`src/rtl/imem_fetch_ctrl.sv`:
```
// imem_fetch_ctrl: instruction fetch sequencer with prefetch FIFO and redirect flush
module imem_fetch_ctrl #(
    parameter int          DEPTH    = 4,
    parameter logic [15:0] RESET_PC = 16'h0000
) (
    input  logic                     i_clk,
    input  logic                     i_reset,
    output logic [15:0]              o_mem_addr,
    input  logic [31:0]              i_mem_data,
    input  logic                     i_enable,
    input  logic                     i_redirect_valid,
    input  logic [15:0]              i_redirect_pc,
    output logic                     o_valid,
    input  logic                     i_ready,
    output logic [31:0]              o_instr,
    output logic [15:0]              o_pc,
    output logic [$clog2(DEPTH):0]   o_level,
    output logic                     o_misalign
);
    localparam int AW = $clog2(DEPTH);
    localparam int LW = AW + 1;

    logic [15:0]   pc;
    logic [15:0]   fpc  [DEPTH];
    logic [31:0]   fins [DEPTH];
    logic [AW-1:0] rd, wr;
    logic [LW-1:0] level;
    logic          pop, space, push, drain;

    assign o_mem_addr = i_redirect_valid ? {i_redirect_pc[15:2], 2'b00} : pc;
    assign o_valid    = level != '0;
    assign o_level    = level;
    assign o_instr    = fins[rd];
    assign o_pc       = fpc[rd];
    assign pop        = o_valid & i_ready;
    assign space      = (level < LW'(DEPTH)) | pop;
    assign push       = i_enable & space;
    // Emptying pop leaves the head pointer on the last entry so o_instr/o_pc hold
    assign drain      = pop & ~push & (level == LW'(1));

    always_ff @(posedge i_clk or posedge i_reset) begin
        if (i_reset) begin
            pc       <= RESET_PC;
            rd       <= '0;
            wr       <= '0;
            level    <= '0;
            o_misalign <= 1'b0;
            for (int k = 0; k < DEPTH; k++) begin
                fpc[k]  <= '0;
                fins[k] <= '0;
            end
        end else if (i_redirect_valid) begin
            wr    <= rd + AW'(i_enable);
            level <= LW'(i_enable);
            pc    <= o_mem_addr + (i_enable ? 16'd4 : 16'd0);
            if (i_enable) begin
                fpc[rd]  <= o_mem_addr;
                fins[rd] <= i_mem_data;
            end
            if (i_redirect_pc[1:0] != 2'b00)
                o_misalign <= 1'b1;
        end else begin
            if (push) begin
                fpc[wr]  <= pc;
                fins[wr] <= i_mem_data;
                pc       <= pc + 16'd4;
            end
            rd    <= rd + AW'(pop & ~drain);
            wr    <= wr + AW'(push) - AW'(drain);
            level <= level + LW'(push) - LW'(pop);
        end
    end
endmodule

```
`config.mk`:
```
export PLATFORM = sky130hd
export DESIGN_NAME = imem_fetch_ctrl
export DESIGN_NICKNAME = d
export VERILOG_FILES = /design/src/rtl/imem_fetch_ctrl.sv
export SDC_FILE = /design/constraint.sdc
export NUM_CORES = 1
export LEC_CHECK = 0
export BUFFER_PORTS_ARGS = -buffer_cell sky130_fd_sc_hd__buf_2
export CAP_MARGIN = 20
export CORE_ASPECT_RATIO = 1.4
export CORE_MARGIN = 2
export CORE_UTILIZATION = 53
export DETAILED_ROUTE_END_ITERATION = 16
export PLACE_DENSITY = 0.77
export SYNTH_ARGS = -nofsm -noshare
export SYNTH_HDL_FRONTEND = slang
export SYNTH_SLANG_ARGS = --single-unit
```
`constraint.sdc`:
```
create_clock -name i_clk -period 6.25 [get_ports i_clk]
set_clock_uncertainty 0.1 [all_clocks]
set_input_delay 0 -clock i_clk [delete_from_list [all_inputs] [get_ports i_clk]]
set_output_delay 0 -clock i_clk [all_outputs]
set_load 0.02 [all_outputs]
```
==> flow_summary.ini <==
[power_and_ir_drop]
static-leakage-power_nw = 5.63
vdd_drop_max_uv = 297
power_density_mw_per_mm2 = 510
design_power_total_mw = 6.57

[worst_hold_path]
holdPathStages = 5
hold_class = input port to flip-flop

[clock_network]
ctsRootBufferMaster = sky130_fd_sc_hd__clkbuf_16
clock_latency_ns = 0.50
cts-resized-gates = 0
cts.sinks = 216
h-tree-depth = 1
cts_buffers = 22
worst_setup_hold_path_clk_slew_ns = 0.06
cts_tree = done
post_cts.repair.setup_buffers = 0
clk_path_buf_depth = 3

[cells_and_area]
n_antenna_cell = 0
flow.area_growth_from_synthesis_pct = 18.0
postLayoutCoreUtil = 0.632
multi_input_comb_area_mm2 = 0.00508
final_cell_count_no_fill = 1232
layout-drive-gt1-share = 0.397
nNetsFinal = 1023
final_cell_area_mm2 = 0.0129
final-seq-area_mm2 = 0.00541
nFillCells = 1604

[setup_path]
worst_r2r_endpoint = fins[15]$_DFFE_PP0P_
timing_worst_setup_path_type = flip-flop to flip-flop
setup.worst_path.end_class = flip-flop
critPathLaunch = wr[0]$_DFF_PP0_
required_time_at_the_endpoint_of_the_critical_path_ns = 6.53
crit_end = fins[15]$_DFFE_PP0P_
path_cells = nand2_1 -> o32ai_4 -> buf_4 -> mux2_2
path_depth = 4
worstSetupStartpointType = flip-flop
crit_slowest_cell = sky130_fd_sc_hd__o32ai_4
cp_max_fo = 44
worstRegToRegCells = 4
worst-path-buf-inv = 1
crit-reg2reg-launch = wr[0]$_DFF_PP0_
worst-r2r-setup-slack_ns = 2.90
critical_path_arrival_ns = 3.63
critical_path.top_delay_family = compound AO/OA/AOI/OAI gates
timing.critical_path.slowest_cell_delay_ns = 0.96

[grt]
via_count_of_the_first_global_routing_pass = 7631
antenna_violations_before_repair = 0
wire_length_of_the_first_global_routing_pass_um = 40000
grt_util_all_layers = 0.227
grt_start_max_net_pins = 146
grt_overflow_total = 0

[place]
placed_area_mm2 = 0.0115
place_inst = 1131
gp_congestion = 0.817
port_buffers = 121
dp_slack_ns = 2.96
hpwl_um = 15500

[synth]
syn-num-nets = 866
ys.warnings.count = 0
yosys-mux-area-fraction = 0.291
most_frequently_used_flop_master_after_synthesis = sky130_fd_sc_hd__dfrtp_1
post_synth_xor_area_fraction = 0.0241
post_synth_and_or_nand_nor_area_fraction = 0.0665
synth_fa_ha_area_frac = 0.0121
synth_edf_count = 0
netlist_instances = 803
number_of_storage_elements_in_the_synthesis_netlist = 216
synth.yosys.seq_area_share = 0.495
avgSynthCellArea_um2 = 13.6
synth_async_sr_flop_share = 1.00
synth_top_family_by_area = multiplexers
synth_compound_gate_area_share = 0.0707
synthesis.area_mm2 = 0.0109
synth.lib_cells_used.distinct = 46

[drt]
wirelength_um = 24700
route.vias.total = 7204
post-route-drc-count = 0
route.detailed.wl_per_inst_um = 20.0
first_pass_iters = 5
initialDrtViolationCount = 519
post_drt_via_cell_ratio = 5.85
detail-route-antenna-nets = 0

[outcome]
run_status = finished clean

[timing]
rsz0062_at_grt = no
timing_max_transition_violations_final = 0
timing.final.crit_period_ns = 3.35
timing.max_slew.rel_slack = 0.290
timing.final.crit_share = 0.537
tightestPinTransition_ns = 1.07
setup_ws_ns = 2.90
max_clock_freq_ghz = 0.298
finalHoldViolations = 0
final_sum_of_negative_setup_slack_ns = 0
setup_violations = 0
fin_hold_ws_ns = 0.0830

[job]
maxCapViolations = 0

[die]
design.die.area_mm2 = 0.0218
die_span_in_x_um = 125
core_footprint_mm2 = 0.0204
pin_count = 122
floorplan.initialDensity = 0.535
rows = 62
chipHeight_um = 174
-- cell type report --
type	count	area share
flip-flops and latches	216	0.420
multi-input cells	514	0.394
repair buffers	191	0.101
clock buffers	37	0.0542
well taps	256	0.0248
inverters	15	0.00495
clock inverters	3	0.00136
-- cells in the mapped netlist (2+ instances only) --
cell                       instances  area, um^2
sky130_fd_sc_hd__mux2_4           30         450
sky130_fd_sc_hd__o21ai_0          35         175
sky130_fd_sc_hd__o22ai_1           2        12.5
sky130_fd_sc_hd__nor2_1           12        45.0
sky130_fd_sc_hd__o32ai_4           2        55.1
sky130_fd_sc_hd__inv_1            14        52.6
sky130_fd_sc_hd__and3_1            2        12.5
sky130_fd_sc_hd__nor2b_1           2        12.5
sky130_fd_sc_hd__xor2_1           20         175
sky130_fd_sc_hd__a211oi_2          2        25.0
sky130_fd_sc_hd__mux2_1            7        78.8
sky130_fd_sc_hd__nor3_1            5        25.0
sky130_fd_sc_hd__mux2_2          129        1450
sky130_fd_sc_hd__nand2b_1         22         138
sky130_fd_sc_hd__nand2_1          72         270
sky130_fd_sc_hd__and4_1            2        17.5
sky130_fd_sc_hd__mux4_2           48        1080
sky130_fd_sc_hd__o221ai_1         28         245
sky130_fd_sc_hd__ha_1              9         113
sky130_fd_sc_hd__o21a_1           28         210
sky130_fd_sc_hd__buf_4             2        15.0
sky130_fd_sc_hd__buf_6            19         214
sky130_fd_sc_hd__nand3_1           8        40.0
sky130_fd_sc_hd__buf_2            20         100
sky130_fd_sc_hd__mux2i_1          11         110
sky130_fd_sc_hd__dfrtp_1         216        5410
sky130_fd_sc_hd__clkbuf_1         17        63.8
sky130_fd_sc_hd__nand4_1          11        68.8
sky130_fd_sc_hd__xnor2_1          10        87.6
sky130_fd_sc_hd__a22oi_1           2        15.0
-- worst min-delay path by stage --
stage                     start                      to  slack, ns
5_1_grt                 i_ready    o_level[1]$_DFF_PP0_       0.13
4_1_cts                 i_ready    o_level[1]$_DFF_PP0_       0.08
2_1_floorplan     i_mem_data[4]     fins[4]$_DFFE_PP0P_       0.03
3_5_place_dp   i_redirect_pc[0]  o_misalign$_DFFE_PP0P_       0.15
6_report                i_ready    o_level[1]$_DFF_PP0_       0.08
3_3_place_gp   i_redirect_pc[0]  o_misalign$_DFFE_PP0P_       0.14
-- where the power goes --
part           internal [mW]  switching (mW)
clock                  0.759           0.535
combinational           1.45            1.42
sequential              2.02           0.396
-- sequential cells by signal, indices dropped and copies added, names as in the netlist --
| name | count |
|---|---|
| fins | 128 |
| fpc | 64 |
| o_level | 3 |
| o_misalign | 1 |
| pc | 16 |
| rd | 2 |
| wr | 2 |
-- worst register-to-register path, cell delays in order (launching register included) --
cell	delay, ns
sky130_fd_sc_hd__dfrtp_1	0.56
sky130_fd_sc_hd__nand2_1	0.55
sky130_fd_sc_hd__o32ai_4	0.96
sky130_fd_sc_hd__buf_4	0.64
sky130_fd_sc_hd__mux2_2	0.43
-- logic make-up after synthesis --
logic type               count (synthesis)
AND/OR/NAND/NOR                        146
flip-flops                             216
adder cells (fa/ha/maj)                 10
buffers and inverters                   73
multiplexers                           225
XOR/XNOR                                30
AO/OA/AOI/OAI                          103
-- metal layers --
metal  GRT usage  share of wire
met1       0.299           0.41
met2       0.395           0.52
met3      0.0269          0.042
met4      0.0731          0.020
met5           0              0
-- cells in the final DEF (no fill, tap or decap), drive strengths merged, types with 3 or more instances in the layout --
master,instances
o21ai,35
mux2,166
xnor2,10
nand2b,23
mux2i,11
dfrtp,216
nor3,6
nor2,12
nand4,11
dlygate4sd3,60
buf,131
mux4,48
o32ai,3
nand2,72
ha,9
o22ai,3
clkbuf,37
o221ai,28
inv,15
nor2b,3
nand3,8
o21a,28
xor2,20
-- timing repair --
action                                  4_1_cts  5_1_grt
hold buffers                                 59        1
endpoints found under the hold margin       327       28
endpoints found under the setup margin        0        0
No activity file was read; power rests on OpenSTA's default activity.
